`src/rtl/display_timings_multimode.sv`:
```
// Multi-mode video timing generator: run-time mode selection, switching only at frame end with a retune gap.
// Optional DISPLAY_TIMINGS_FRAME_CNT_EN adds the 16-bit o_frame_cnt output.
module display_timings_multimode #(
   parameter int                      NUM_MODES     = 4,
   parameter int                      CW            = 12,
   parameter logic [16*NUM_MODES-1:0] H_RES_LIST    = {16'd1920, 16'd1280, 16'd800, 16'd640},
   parameter logic [16*NUM_MODES-1:0] H_FP_LIST     = {16'd88, 16'd110, 16'd40, 16'd16},
   parameter logic [16*NUM_MODES-1:0] H_SYNC_LIST   = {16'd44, 16'd40, 16'd128, 16'd96},
   parameter logic [16*NUM_MODES-1:0] H_BP_LIST     = {16'd148, 16'd220, 16'd88, 16'd48},
   parameter logic [16*NUM_MODES-1:0] V_RES_LIST    = {16'd1080, 16'd720, 16'd600, 16'd480},
   parameter logic [16*NUM_MODES-1:0] V_FP_LIST     = {16'd4, 16'd5, 16'd1, 16'd10},
   parameter logic [16*NUM_MODES-1:0] V_SYNC_LIST   = {16'd5, 16'd5, 16'd4, 16'd2},
   parameter logic [16*NUM_MODES-1:0] V_BP_LIST     = {16'd36, 16'd20, 16'd23, 16'd33},
   parameter logic [2*NUM_MODES-1:0]  POL_LIST      = 8'b11_11_11_00,
   parameter int                      DEFAULT_MODE  = 0,
   parameter int                      SWITCH_CYCLES = 1024
) (
   input  logic          i_pixclk,
   input  logic          i_rst_n,
   input  logic [1:0]    i_mode,
   input  logic          i_mode_valid,
   output logic          o_mode_ready,
   output logic          o_mode_err,
   output logic          o_mode_done,
   output logic [1:0]    o_mode,
   output logic          o_switching,
   output logic          o_hs,
   output logic          o_vs,
   output logic          o_de,
   output logic          o_frame,
   output logic          o_line,
   output logic [CW-1:0] o_h,
   output logic [CW-1:0] o_v
`ifdef DISPLAY_TIMINGS_FRAME_CNT_EN
   ,
   output logic [15:0]   o_frame_cnt
`endif
);

   localparam int   SW_W       = $clog2(SWITCH_CYCLES + 1);
   localparam logic DEF_HS_OFF = !POL_LIST[2*DEFAULT_MODE];
   localparam logic DEF_VS_OFF = !POL_LIST[2*DEFAULT_MODE+1];

   if (NUM_MODES < 1 || NUM_MODES > 4) begin : g_bad_modes
      $error("NUM_MODES must be in 1..4");
   end
   if (CW < 1 || CW > 16) begin : g_bad_cw
      $error("CW must be in 1..16");
   end
   if (DEFAULT_MODE < 0 || DEFAULT_MODE >= NUM_MODES) begin : g_bad_default
      $error("DEFAULT_MODE out of range");
   end
   if (SWITCH_CYCLES < 1) begin : g_bad_switch
      $error("SWITCH_CYCLES must be at least 1");
   end
   for (genvar m = 0; m < NUM_MODES; m++) begin : g_chk
      localparam int HT = int'(H_RES_LIST[16*m +: 16]) + int'(H_FP_LIST[16*m +: 16])
                        + int'(H_SYNC_LIST[16*m +: 16]) + int'(H_BP_LIST[16*m +: 16]);
      localparam int VT = int'(V_RES_LIST[16*m +: 16]) + int'(V_FP_LIST[16*m +: 16])
                        + int'(V_SYNC_LIST[16*m +: 16]) + int'(V_BP_LIST[16*m +: 16]);
      if (HT >= 2**CW || VT >= 2**CW) begin : g_bad_total
         $error("mode totals must fit in CW bits");
      end
   end

   typedef enum logic [1:0] {S_RUN = 2'd0, S_PEND = 2'd1, S_SWITCH = 2'd2} state_e;

   typedef struct packed {
      logic [CW-1:0] h_res;
      logic [CW-1:0] h_ss;
      logic [CW-1:0] h_se;
      logic [CW-1:0] v_res;
      logic [CW-1:0] v_ss;
      logic [CW-1:0] v_se;
      logic          hpol;
      logic          vpol;
   } timing_t;

   function automatic logic [CW-1:0] fld(input logic [16*NUM_MODES-1:0] list, input logic [1:0] m);
      return CW'(list[16*m +: 16]);
   endfunction

   function automatic timing_t mode_timing(input logic [1:0] m);
      timing_t t;
      t.h_res = fld(H_RES_LIST, m);
      t.h_ss  = t.h_res + fld(H_FP_LIST, m);
      t.h_se  = t.h_ss + fld(H_SYNC_LIST, m);
      t.v_res = fld(V_RES_LIST, m);
      t.v_ss  = t.v_res + fld(V_FP_LIST, m);
      t.v_se  = t.v_ss + fld(V_SYNC_LIST, m);
      t.hpol  = POL_LIST[2*m];
      t.vpol  = POL_LIST[2*m+1];
      return t;
   endfunction

   function automatic logic [CW-1:0] h_total(input logic [1:0] m);
      return fld(H_RES_LIST, m) + fld(H_FP_LIST, m) + fld(H_SYNC_LIST, m) + fld(H_BP_LIST, m);
   endfunction

   function automatic logic [CW-1:0] v_total(input logic [1:0] m);
      return fld(V_RES_LIST, m) + fld(V_FP_LIST, m) + fld(V_SYNC_LIST, m) + fld(V_BP_LIST, m);
   endfunction

   state_e        state_q, state_d;
   logic [1:0]    mode_q, mode_d, pend_q, pend_d;
   logic [SW_W-1:0] sw_cnt_q, sw_cnt_d;
   logic          active_q, active_d;
   logic          ready_q, ready_d, err_q, err_d, done_q, done_d, sw_q, sw_d;
   logic          hs_q, hs_d, vs_q, vs_d, de_q, de_d, frame_q, frame_d, line_q, line_d;
   logic [CW-1:0] h_q, h_d, v_q, v_d;
   logic [CW-1:0] cur_htot, cur_vtot;
   logic          accept, req_ok, last_px;
   timing_t       tn;
`ifdef DISPLAY_TIMINGS_FRAME_CNT_EN
   logic [15:0]   cnt_q, cnt_d;
`endif

   assign cur_htot = h_total(mode_q);
   assign cur_vtot = v_total(mode_q);
   assign accept   = i_mode_valid && ready_q;
   assign req_ok   = int'(i_mode) < NUM_MODES;
   assign last_px  = active_q && (h_q == cur_htot - CW'(1)) && (v_q == cur_vtot - CW'(1));

   always_ff @(posedge i_pixclk or negedge i_rst_n) begin
      if (!i_rst_n) begin
         state_q  <= S_RUN;
         mode_q   <= 2'(DEFAULT_MODE);
         pend_q   <= 2'(DEFAULT_MODE);
         sw_cnt_q <= '0;
         active_q <= 1'b0;
         ready_q  <= 1'b0;
         err_q    <= 1'b0;
         done_q   <= 1'b0;
         sw_q     <= 1'b0;
         hs_q     <= DEF_HS_OFF;
         vs_q     <= DEF_VS_OFF;
         de_q     <= 1'b0;
         frame_q  <= 1'b0;
         line_q   <= 1'b0;
         h_q      <= '0;
         v_q      <= '0;
`ifdef DISPLAY_TIMINGS_FRAME_CNT_EN
         cnt_q    <= '0;
`endif
      end else begin
         state_q  <= state_d;
         mode_q   <= mode_d;
         pend_q   <= pend_d;
         sw_cnt_q <= sw_cnt_d;
         active_q <= active_d;
         ready_q  <= ready_d;
         err_q    <= err_d;
         done_q   <= done_d;
         sw_q     <= sw_d;
         hs_q     <= hs_d;
         vs_q     <= vs_d;
         de_q     <= de_d;
         frame_q  <= frame_d;
         line_q   <= line_d;
         h_q      <= h_d;
         v_q      <= v_d;
`ifdef DISPLAY_TIMINGS_FRAME_CNT_EN
         cnt_q    <= cnt_d;
`endif
      end
   end

   always_comb begin
      state_d  = state_q;
      pend_d   = pend_q;
      sw_cnt_d = sw_cnt_q;
      case (state_q)
         S_RUN: begin
            if (accept && req_ok && (i_mode != mode_q)) begin
               pend_d  = i_mode;
               state_d = S_PEND;
            end
         end
         S_PEND: begin
            if (last_px) begin
               state_d  = S_SWITCH;
               sw_cnt_d = '0;
            end
         end
         S_SWITCH: begin
            if (sw_cnt_q == SW_W'(SWITCH_CYCLES - 1)) begin
               state_d = S_RUN;
            end else begin
               sw_cnt_d = sw_cnt_q + SW_W'(1);
            end
         end
         default: state_d = S_RUN;
      endcase
   end

   // Decodes are computed from the next pixel position so that every registered output describes one pixel.
   always_comb begin
      ready_d  = (state_d == S_RUN);
      err_d    = (state_q == S_RUN) && accept && !req_ok;
      done_d   = ((state_q == S_RUN) && accept && req_ok && (i_mode == mode_q))
              || ((state_q == S_SWITCH) && (state_d == S_RUN));
      mode_d   = ((state_q == S_SWITCH) && (state_d == S_RUN)) ? pend_q : mode_q;
      sw_d     = (state_d == S_SWITCH);
      active_d = !sw_d;
      tn       = mode_timing(sw_d ? pend_q : mode_d);
      h_d      = '0;
      v_d      = '0;
      if (active_q && !sw_d) begin
         if (h_q == cur_htot - CW'(1)) begin
            v_d = (v_q == cur_vtot - CW'(1)) ? '0 : v_q + CW'(1);
         end else begin
            h_d = h_q + CW'(1);
            v_d = v_q;
         end
      end
      de_d    = !sw_d && (h_d < tn.h_res) && (v_d < tn.v_res);
      hs_d    = (!sw_d && (h_d >= tn.h_ss) && (h_d < tn.h_se)) ? tn.hpol : !tn.hpol;
      vs_d    = (!sw_d && (v_d >= tn.v_ss) && (v_d < tn.v_se)) ? tn.vpol : !tn.vpol;
      frame_d = !sw_d && (h_d == '0) && (v_d == '0);
      line_d  = !sw_d && (h_d == '0);
`ifdef DISPLAY_TIMINGS_FRAME_CNT_EN
      cnt_d   = sw_d ? '0 : (frame_d ? cnt_q + 16'd1 : cnt_q);
`endif
   end

   assign o_mode_ready = ready_q;
   assign o_mode_err   = err_q;
   assign o_mode_done  = done_q;
   assign o_mode       = mode_q;
   assign o_switching  = sw_q;
   assign o_hs         = hs_q;
   assign o_vs         = vs_q;
   assign o_de         = de_q;
   assign o_frame      = frame_q;
   assign o_line       = line_q;
   assign o_h          = h_q;
   assign o_v          = v_q;
`ifdef DISPLAY_TIMINGS_FRAME_CNT_EN
   assign o_frame_cnt  = cnt_q;
`endif

endmodule

```
`config.mk`:
```
export PLATFORM = sky130hd
export DESIGN_NAME = display_timings_multimode
export DESIGN_NICKNAME = d
export VERILOG_FILES = /design/src/rtl/display_timings_multimode.sv
export SDC_FILE = /design/constraint.sdc
export NUM_CORES = 1
export LEC_CHECK = 0
export ABC_AREA = 0
export CAP_MARGIN = 20
export CORE_MARGIN = 5
export CORE_UTILIZATION = 40
export CTS_CLUSTER_DIAMETER = 200
export DETAILED_ROUTE_END_ITERATION = 10
export PLACE_DENSITY_LB_ADDON = 0.05
export SLEW_MARGIN = 0
export SYNTH_ARGS = -nofsm -noshare
export SYNTH_HDL_FRONTEND = slang
export SYNTH_SLANG_ARGS = --single-unit
export TNS_END_PERCENT = 30
```
`constraint.sdc`:
```
create_clock -name i_pixclk -period 7.5 [get_ports i_pixclk]
set_input_delay 1.5 -clock i_pixclk [delete_from_list [all_inputs] [get_ports i_pixclk]]
set_output_delay 1.5 -clock i_pixclk [all_outputs]
set_load 0.01 [all_outputs]
```
; ---- Word level (Yosys, flattened, before mapping)
; Memories as Yosys holds them, arrays and structs flattened.
; Cells that the tools add are included.
[word_totals]
ramBits = 0
elab_cells = 110
output_inout_bits = 35
mem_bits_ro = 8
in_bits = 5
register_bits = 50
latch_bits = 0
n_memories = 1
[mem_list]
columns = name, words, word_bits, rd, rd_clocked_by_memory_dff, write_ports, line
row1 = (no name shown), 8, 1, 1, 0, 0, 92  ; t.vpol = POL_LIST[2*m+1];
[classes]
shifts = 14
eq_ne = 10
add_sub_neg = 16
n_mux = 19
reduce_logical = 27
n_bitwise = 0
n_lt_le_gt_ge = 8
div_mod_pow = 0
n_mul = 0
[ops]
columns = op, count
row1 = $shiftx A64 B7 Y12 const A, 14
row2 = $add A12 B12 Y12, 10
row3 = $mux W12, 5
row4 = $lt A12 B12 Y1, 4
row5 = $add A12 B1 Y12 const B, 2
row6 = $eq A12 B12 Y1, 2
row7 = $ge A12 B12 Y1, 2
row8 = $logic_not A12 Y1, 2
row9 = $sub A12 B1 Y12 const B, 2
row10 = $mux W11, 2
row11 = $pmux W11 S2, 1
row12 = $logic_and A1 B1 Y1, 16
row13 = $add A11 B1 Y11 const B, 1
row14 = $eq A11 B10 Y1 const B, 1
row15 = $mux W2, 5
row16 = $pmux W2 S3, 1
row17 = $add A3 B1 Y4 const B, 1
row18 = $eq A2 B2 Y1 const B, 2
row19 = $logic_not A2 Y1, 2
row20 = $lt A3 B4 Y1 const B, 1
row21 = $lt A4 B4 Y1 const B, 1
row22 = $mux W1, 4
row23 = $ne A2 B2 Y1 const B, 2
row24 = $logic_not A1 Y1, 3
row25 = other kinds (8), 8

; ---- Depth between registers and ports, before layout
; Gate-level depths: netlist of the first run.
[logic_depth]
depth_word = 20
depth_mapped = 23
mapped_depth_nobuf = 22

; ---- Least setup slack after synthesis of the first run
; OpenSTA, ideal clock, no wires.
[synth_path]
path_kind = register to register
startpoint = register mode_q[0] (netlist: o_mode[0])
endpoint = register vs_q (netlist: o_vs)
slack_ns = 1.932
stages_incl_launch_ff = 23
period_less_slack_ns = 5.568
n_path_buf = 1
required_ns = 7.406
t_arrival_ns = 5.474
setup_ns = 0.094
path_cell_list = dfrtp_1 > inv_1 > ha_1 > buf_2 > xor2_1 > ha_1 > a21boi_0 > or4_1 > a211oi_4 > a31oi_1 > mux2_2 > inv_1 > ha_1 > inv_1 > ha_1 > nor2b_1 > a221o_1 > a31oi_1 > o21ai_0 > a221oi_1 > a2111oi_1 > mux2i_1 > o211ai_1
[synth_between]
elab_chain_len = 20
elab_cells_between_ends = 49
cone_classes = add/sub: 11 / order compare: 2 / eq/ne: 4 / shift: 11 / mux: 10 / reduce/logical: 10 / memory: 1
[synth_lines]
columns = element, line
row1 = from (decl), 105  ; logic [1:0] mode_q, mode_d, pend_q, pend_d;
row2 = from (signal assigned), 127  ; mode_q <= 2'(DEFAULT_MODE);
row3 = from (signal assigned), 147  ; mode_q <= mode_d;
row4 = $shiftx A64 B7 Y12, 80  ; return CW'(list[16*m +: 16]);
row5 = $add A12 B12 Y12 (3 in series), 97  ; return fld(H_RES_LIST, m) + fld(H_FP_LIST, m) + fld(H_SYNC_LIST, m) + fld(H_BP_LIST, m);
row6 = $sub A12 B1 Y12, "122, 209"
row7 = $eq A12 B12 Y1, "122, 209"
row8 = $logic_and A1 B1 Y1 (2 in series), 122  ; assign last_px = active_q && (h_q == cur_htot - CW'(1)) && (v_q == cur_vtot - CW'(1));
row9 = $mux W2, 180  ; if (last_px) begin
row10 = $pmux W2 S3, 172  ; case (state_q)
row11 = $logic_not A2 Y1, 202  ; mode_d = ((state_q == S_SWITCH) && (state_d == S_RUN)) ? pend_q : mode_q;
row12 = (+2 left out), --
row13 = $mux W2, 205  ; tn = mode_timing(sw_d ? pend_q : mode_d);
row14 = $shiftx A64 B7 Y12, 80
row15 = $add A12 B12 Y12, 89  ; t.v_ss = t.v_res + fld(V_FP_LIST, m);
row16 = $add A12 B12 Y12 / $ge A12 B12 Y1 (equally long branches), "90, 218"
row17 = $lt A12 B12 Y1 / $logic_and A1 B1 Y1 (equally long branches), 218  ; vs_d = (!sw_d && (v_d >= tn.v_ss) && (v_d < tn.v_se)) ? tn.vpol : !tn.vpol;
row18 = $logic_and A1 B1 Y1, 218
row19 = $mux W1 (*), 218
row20 = net vs_d, 109  ; logic hs_q, hs_d, vs_q, vs_d, de_q, de_d, frame_q, frame_d, line_q, line_d;
row21 = to (signal assigned), 156  ; vs_q <= vs_d;
row22 = to (decl), 109
; Mark *: on every way through the listed nets, which the timed path passes. The rest lies on a longest branch. The select of a mux whose other input is x is not followed.
; A chain may end at the register's enable or synchronous reset.

; ---- Worst setup path after layout of the first run
; Same ends and word-level chain as after synthesis.

==> results of run 1 <==
-- power by group through the flow --
stage | clock [W] | combinational, W | sequential, W
2_1_floorplan | 0 | 0.00000112 | 0.000275
3_3_place_gp | 0 | 0.00000900 | 0.000275
3_5_place_dp | 0 | 0.00000904 | 0.000275
4_1_cts | 0.000209 | 0.00000909 | 0.000269
5_1_grt | 0.000219 | 0.0000102 | 0.000270
6_report | 0.000201 | 0.00000853 | 0.000269
-- per-layer routing --
metal | part of all wire, % | up-vias | GRT usage (%)
li1 | - | 1777 | -
met1 | 48 | 1763 | 26.1
met2 | 48 | 67 | 30.2
met3 | 2.7 | 7 | 1.70
met4 | 0.97 | 0 | 3.80
met5 | 0 | - | 0
-- state kept, by name, indices dropped and copies added (netlist names) --
| signal | cells |
|---|---|
| o_mode_ready | 1 |
| o_line | 1 |
| pend_q | 2 |
| active_q | 1 |
| state_q | 2 |
| o_switching | 1 |
| sw_cnt_q | 11 |
| o_v | 12 |
| o_mode_done | 1 |
| o_mode | 2 |
| o_frame | 1 |
| o_vs | 1 |
| o_de | 1 |
| o_h | 12 |
| o_hs | 1 |
-- cells in the final DEF, fill, tap and decap left out, types with 6 or more instances in the layout --
master and count:
a21o_1 6, clkdlybuf4s50_1 37, and3_1 14, nor2b_1 8
nor2_1 47, dfrtp_1 48, inv_1 23, nand3_1 16
xnor2_1 23, nand4_1 10, xor2_1 19, o21ai_0 21
nand2_1 33, ha_1 71, nand2b_1 8, a21oi_1 14
nor3_1 17
-- critical path: stages, from the launching register on --
cell       delay (ns)
dfrtp_1          0.53
inv_1            0.17
ha_1             0.39
xor2_1           0.18
a2111o_1         0.30
or4b_1           0.88
a211oi_4         0.41
a31oi_1          0.13
buf_4            0.21
mux2_2           0.38
inv_1            0.24
ha_1             0.22
inv_1            0.10
ha_1             0.28
nor2b_1          0.12
a221o_1          0.14
a31oi_1          0.09
o21ai_0          0.17
a221oi_1         0.12
a2111oi_1        0.76
mux2i_1          0.26
o211ai_1         0.10
-- cells by family (layout without fill, tap and decap cells) --
logic type | after synthesis | after routing | share of synthesized area, %
AO/OA/AOI/OAI | 83 | 83 | 13.5
XOR/XNOR | 44 | 44 | 9.58
adder cells (fa/ha/maj) | 71 | 71 | 20.5
buffers and inverters | 39 | 73 | 3.76
flip-flops | 50 | 50 | 29.0
multiplexers | 7 | 7 | 1.71
other | 1 | 1 | 0.0867
AND/OR/NAND/NOR | 184 | 184 | 21.8
-- through the flow --
| step | hold slack (ns) | instances | instance area, sq um | utilization, % | power (W) |
|---|---|---|---|---|---|
| 2_1_floorplan | 0.476 | 479 | 4320 | - | 0.000276 |
| 3_3_place_gp | 0.495 | 644 | 4820 | 45.1 | 0.000284 |
| 3_5_place_dp | 0.514 | 644 | 4820 | 45.1 | 0.000284 |
| 4_1_cts | 0.540 | 652 | 4940 | 46.2 | 0.000487 |
| 5_1_grt | 0.570 | 653 | 4940 | 46.2 | 0.000498 |
| 6_report | 0.531 | 653 | 4940 | 46.2 | 0.000479 |
-- path summary, 6_finish.rpt --
path | from | endpoint
max | o_mode[0] | o_vs
min reg2reg | sw_cnt_q[1] | sw_cnt_q[1]
min | sw_cnt_q[1] | sw_cnt_q[1]
max in group asynchronous | i_rst_n | o_v[0]
min in group asynchronous | i_rst_n | sw_cnt_q[6]
max reg2reg | o_mode[0] | o_vs
-- layout make-up --
class	instances	area, sq um
Clock inverter	3	48.8
Multi-Input combinational cell	390	2910
Timing Repair Buffer	42	403
Tap cell	140	175
Fill cell	1068	5750
Inverter	23	86.3
Sequential cell	50	1250
Clock buffer	5	68.8
==> results.txt, run 1 <==
Post-cts sizing count - 0
Worst Hold Depth - 2
Initial drt markers - 227
Max_cap viols - 0
Net load switching power - 0.000105 W
DR vias/cell - 5.53
CP max FO - 19
Clk sinks - 50
Share of total power in sequential cells - 56.3%
Synth Register Bits - 50
Syn_nets - 555
Synth area leaders - dfrtp_1 (28%), ha_1 (21%), xnor2_1 (4.7%)
Root Driver - clkbuf_8
Die width - 114 um
Max-slew violation count - 0
Part of the cycle the worst path needs - 83.7%
Critical path capture point type - flip-flop
Post-layout min period - 6.28 ns
GP Congestion - 0.874
Pwr dens - 96.8 nW/um^2
EDFF count, synth - 0
TritonCTS clock tree - yes
Wire length per cell - 17.7 um
Clk_skew - 0.0111 ns
Post-synth ARST share - 100%
IO Pins - 40
CTS Hold Bufs - 0
PortBufs - 38
Slew HR - 46.2%
Worst Path Required - 7.72 ns
Ys flop type - dfrtp_1
H-tree levels - 2
Peak supply drop - 0.0694 mV
Rows - 38
DP HPWL - 9120 um
Fmax - 159 MHz
Vias in the first global route - 3504
Setup ws final - 1.22 ns
RSZ-0062 raised after global routing - false
Clock power share - 41.9%
Clock slew at reported path FFs - 0.10 ns
Cell taking the most area after synthesis - dfrtp_1
DRT Pass-1 Iters - 5
Total Neg Setup Slack - 0 ns
Setup violations, final - 0
Gr ovfl total - 0
First-pass GRT wire length - 19000 um
Leak Pwr - 2.36 nW
Initial core utilization - 40.4%
Fin nets - 588
Die ar. - 13000 sq um
Drt total wl - 11600 um
Post-CTS Setup Bufs - 0
Seq/Total Area, Yosys - 29.0%
Via Count - 3614
Pre-CTS setup slack - 1.26 ns
ANT cells - 0
Final Hold Viols - 0
Layout cells sized above 1 - 5.65%
Post-route ant nets - 0
Drc violations - 0
Initial antenna violation count - 0
Status - complete, no violations
HP Class - flip-flop to flip-flop
Worst skew pair latency - 0.31 ns
GRT Util Overall - 18.3%
WS Path Type - flip-flop to flip-flop
Crit path DAT - 6.50 ns
Cells after synthesis - 479
Internal power - 0.000373 W
Core area - 10700 sq um
Area grow syn2layout - 14.3%
Slew of the pin with the lowest slew margin - 0.806 ns
Mapped Area - 4320 sq um
Critical path launch point type - flip-flop
R2r worst-path depth - 21
Sw Share - 22.0%
Yosys warns - 0
Num CTS Buffers - 5
Logic gate share of total power - 1.8%
Commonest cells in the netlist - ha_1 (71), dfrtp_1 (48), nor2_1 (47)
Yosys top cell area share - 27.8%
Die Height - 114 um
R2R setup slack - 1.22 ns
Longest Clk Path Bufs - 2
Synth unique cells - 65
Most numerous cell in the Yosys netlist - ha_1
Syn Area/Cell - 9.03 sq um
Largest net degree at the start of global routing - 51
Note: power is estimated with default switching activity, not from simulation.
==> run 2, diff against run 1 <==
Clock period 7.5 ns to 5.33 ns, I/O delays scaled along.
==> run 2 against run 1 <==
Maximum frequency increased by 24%. Utilization increased by 3.1 points. Sequential share of layout area shrank 1.5 points. Non-clock buffer count up 25. Design area increased by 6.7%. First-iteration DRC count is 0.88% higher. Wire length rose by 3.1%. Worst hold slack worse by 0.014 ns. Critical path type unchanged. Largest power group unchanged.
==> results.txt, run 2 (same netlist as run 1, synthesis figures left out) <==
Fin nets - 613 (was 588)
Max-slew violation count - 0 (unchanged)
Pwr dens - 135 nW/um^2 (was 96.8 nW/um^2)
Sw Share - 20.1% (was 22.0%)
Clock slew at reported path FFs - 0.10 ns (about the same)
Leak Pwr - 2.50 nW (was 2.36 nW)
Die Height - 114 um (unchanged)
Final Hold Viols - 0 (unchanged)
Critical path capture point type - flip-flop (unchanged)
TritonCTS clock tree - yes (unchanged)
R2R setup slack - 0.25 ns (was 1.22 ns)
DR vias/cell - 5.44 (was 5.53)
DP HPWL - 9440 um (was 9120 um)
ANT cells - 0 (unchanged)
Vias in the first global route - 3586 (was 3504)
Pwr Total - 0.000714 W (was 0.000479 W)
Die ar. - 13000 sq um (unchanged)
Crit path DAT - 5.29 ns (was 6.50 ns)
Worst R2R End - o_vs (unchanged)
R2r worst-path depth - 21 (unchanged)
Commonest non-fill, non-tap cell in the layout - ha_1 (unchanged)
Initial core utilization - 40.4% (unchanged)
Initial drt markers - 229 (was 227)
Part of the cycle the worst path needs - 95.3% (was 83.7%)
Critical path launch point type - flip-flop (unchanged)
Setup violations, final - 0 (unchanged)
Worst Path Required - 5.54 ns (was 7.72 ns)
Reg2reg start - o_mode[0] (unchanged)
H-tree levels - 2 (unchanged)
Fmax - 197 MHz (was 159 MHz)
Die width - 114 um (unchanged)
Clk_skew - 0.00497 ns (was 0.0111 ns)
Clk sinks - 50 (unchanged)
Total Neg Setup Slack - 0 ns (unchanged)
Wire length per cell - 17.6 um (was 17.7 um)
Worst Hold Launch - sw_cnt_q[1] (unchanged)
CP max FO - 7 (was 19)
Post-route ant nets - 0 (unchanged)
Internal power - 0.000570 W (was 0.000373 W)
Max_cap viols - 0 (unchanged)
Slew of the pin with the lowest slew margin - 0.975 ns (was 0.806 ns)
GRT Util Overall - 18.8% (was 18.3%)
Post-layout min period - 5.08 ns (was 6.28 ns)
Root Driver - clkbuf_8 (unchanged)
Logic gate share of total power - 1.7% (was 1.8%)
PortBufs - 38 (unchanged)
Clock power share - 45.2% (was 41.9%)
Largest net degree at the start of global routing - 51 (unchanged)
Core area - 10700 sq um (unchanged)
Peak supply drop - 0.138 mV (was 0.0694 mV)
DRT Pass-1 Iters - 7 (was 5)
Via Count - 3689 (was 3614)
Initial antenna violation count - 0 (unchanged)
HP Class - flip-flop to flip-flop (unchanged)
Slew HR - 34.1% (was 46.2%)
CTS Hold Bufs - 0 (unchanged)
Num CTS Buffers - 5 (unchanged)
First-pass GRT wire length - 19400 um (was 19000 um)
Worst Hold Endpoint - sw_cnt_q[1] (unchanged)
Net load switching power - 0.000143 W (was 0.000105 W)
Filler instances - 1056 (was 1068)
Longest Clk Path Bufs - 2 (unchanged)
Drt total wl - 11900 um (was 11600 um)
Gr ovfl total - 0 (unchanged)
Worst skew pair latency - 0.30 ns (was 0.31 ns)
Area grow syn2layout - 22.0% (was 14.3%)
Share of total power in sequential cells - 53.1% (was 56.3%)
WS Path Type - flip-flop to flip-flop (unchanged)
RSZ-0062 raised after global routing - false (unchanged)
Rows - 38 (unchanged)
Layout cells sized above 1 - 13.4% (was 5.65%)
Worst Hold Depth - 2 (unchanged)
Status - complete, no violations (unchanged)
Most frequent cells in the layout - ha_1 (66), nor2_1 (47), dfrtp_1 (46), clkdlybuf4s50_1 (37), nand2_1 (33) (was ha_1 (71), dfrtp_1 (48), nor2_1 (47), clkdlybuf4s50_1 (37), nand2_1 (33))
Drc violations - 0 (unchanged)
GP Congestion - 0.860 (was 0.874)
IO Pins - 40 (unchanged)
==> run 2: cell types whose count changed in the layout (fill, tap and decap cells not counted), sizes merged <==
cell / change
buf: +26
bufinv: +1
clkbuf: -1
clkinv: +1
clkinvlp: -1
inv: -1
==> run 2: power groups by stage <==
stage / sequential (W) / clock, W / combinational (W)
3_3_place_gp: 0.000387 / 0 / 0.0000127
6_report: 0.000379 / 0.000323 / 0.0000121
5_1_grt: 0.000379 / 0.000345 / 0.0000145
2_1_floorplan: 0.000387 / 0 / 0.00000157
4_1_cts: 0.000379 / 0.000331 / 0.0000129
3_5_place_dp: 0.000387 / 0 / 0.0000129
==> run 2: how the worst max path moves through the flow <==
stage | start | endpoint | cells past startpoint
CTS | o_mode[1] | o_vs | 21
global placement | o_mode[0] | o_vs | 20
finish | o_mode[0] | o_vs | 21
detailed placement | o_mode[1] | o_vs | 21
global route | o_mode[0] | o_vs | 21
floorplan | o_mode[0] | o_vs | 22
==> run 2: layout make-up <==
type | count | area (sq um) | area share (%)
clock inverter | 3 | 68.8 | 1.30
multi-input combinational | 390 | 3020 | 57.3
sequential | 50 | 1260 | 23.8
inverter | 23 | 91.3 | 1.73
timing repair buffer | 67 | 593 | 11.2
tap | 140 | 175 | 3.32
clock buffer | 5 | 68.8 | 1.30
==> run 2: through the flow <==
step | area [sq um] | hold slack, ns | instances | setup WS (ns) | util (%)
final | 5280 | 0.518 | 678 | 0.253 | 49.3
after CTS | 5140 | 0.527 | 672 | 0.0150 | 48.0
after global placement | 4990 | 0.495 | 664 | 0.109 | 46.7
after global routing | 5280 | 0.581 | 678 | 0.000166 | 49.3
after detailed placement | 4990 | 0.504 | 664 | -0.154 | 46.7
after floorplan | 4340 | 0.476 | 479 | 0.0295 | -
==> run 2: what timing repair did <==
item / in CTS / in global routing
gates resized for setup: 4 / 19
pin swaps: 0 / 8
endpoints found under the setup margin: 1 / 2
buffers inserted: 0 / 6
==> run 2: layer usage <==
| metal | wire length (um) | vias to the layer above | track usage, % |
|---|---|---|---|
| met3 | 384 | 20 | 1.96 |
| met2 | 5670 | 71 | 30.6 |
| met1 | 5650 | 1768 | 26.3 |
| met4 | 238 | 0 | 5.62 |
| met5 | 0 | - | 0 |
| li1 | - | 1830 | - |
==> run 2: critical path, stage by stage, from the launching register on <==
cell and delay (ns):
dfrtp_2 0.45, inv_4 0.08, ha_2 0.20, ha_1 0.19, ha_1 0.28, a21boi_0 0.16, or4_4 0.60, a211oi_4 0.27
a31oi_1 0.17, mux2_4 0.38, inv_1 0.12, buf_4 0.17, ha_2 0.24, inv_1 0.11, ha_1 0.31, a21oi_1 0.13
nor2b_1 0.06, o21ai_0 0.16, nand2b_1 0.12, a2111oi_4 0.42, mux2i_1 0.23, o211ai_1 0.11
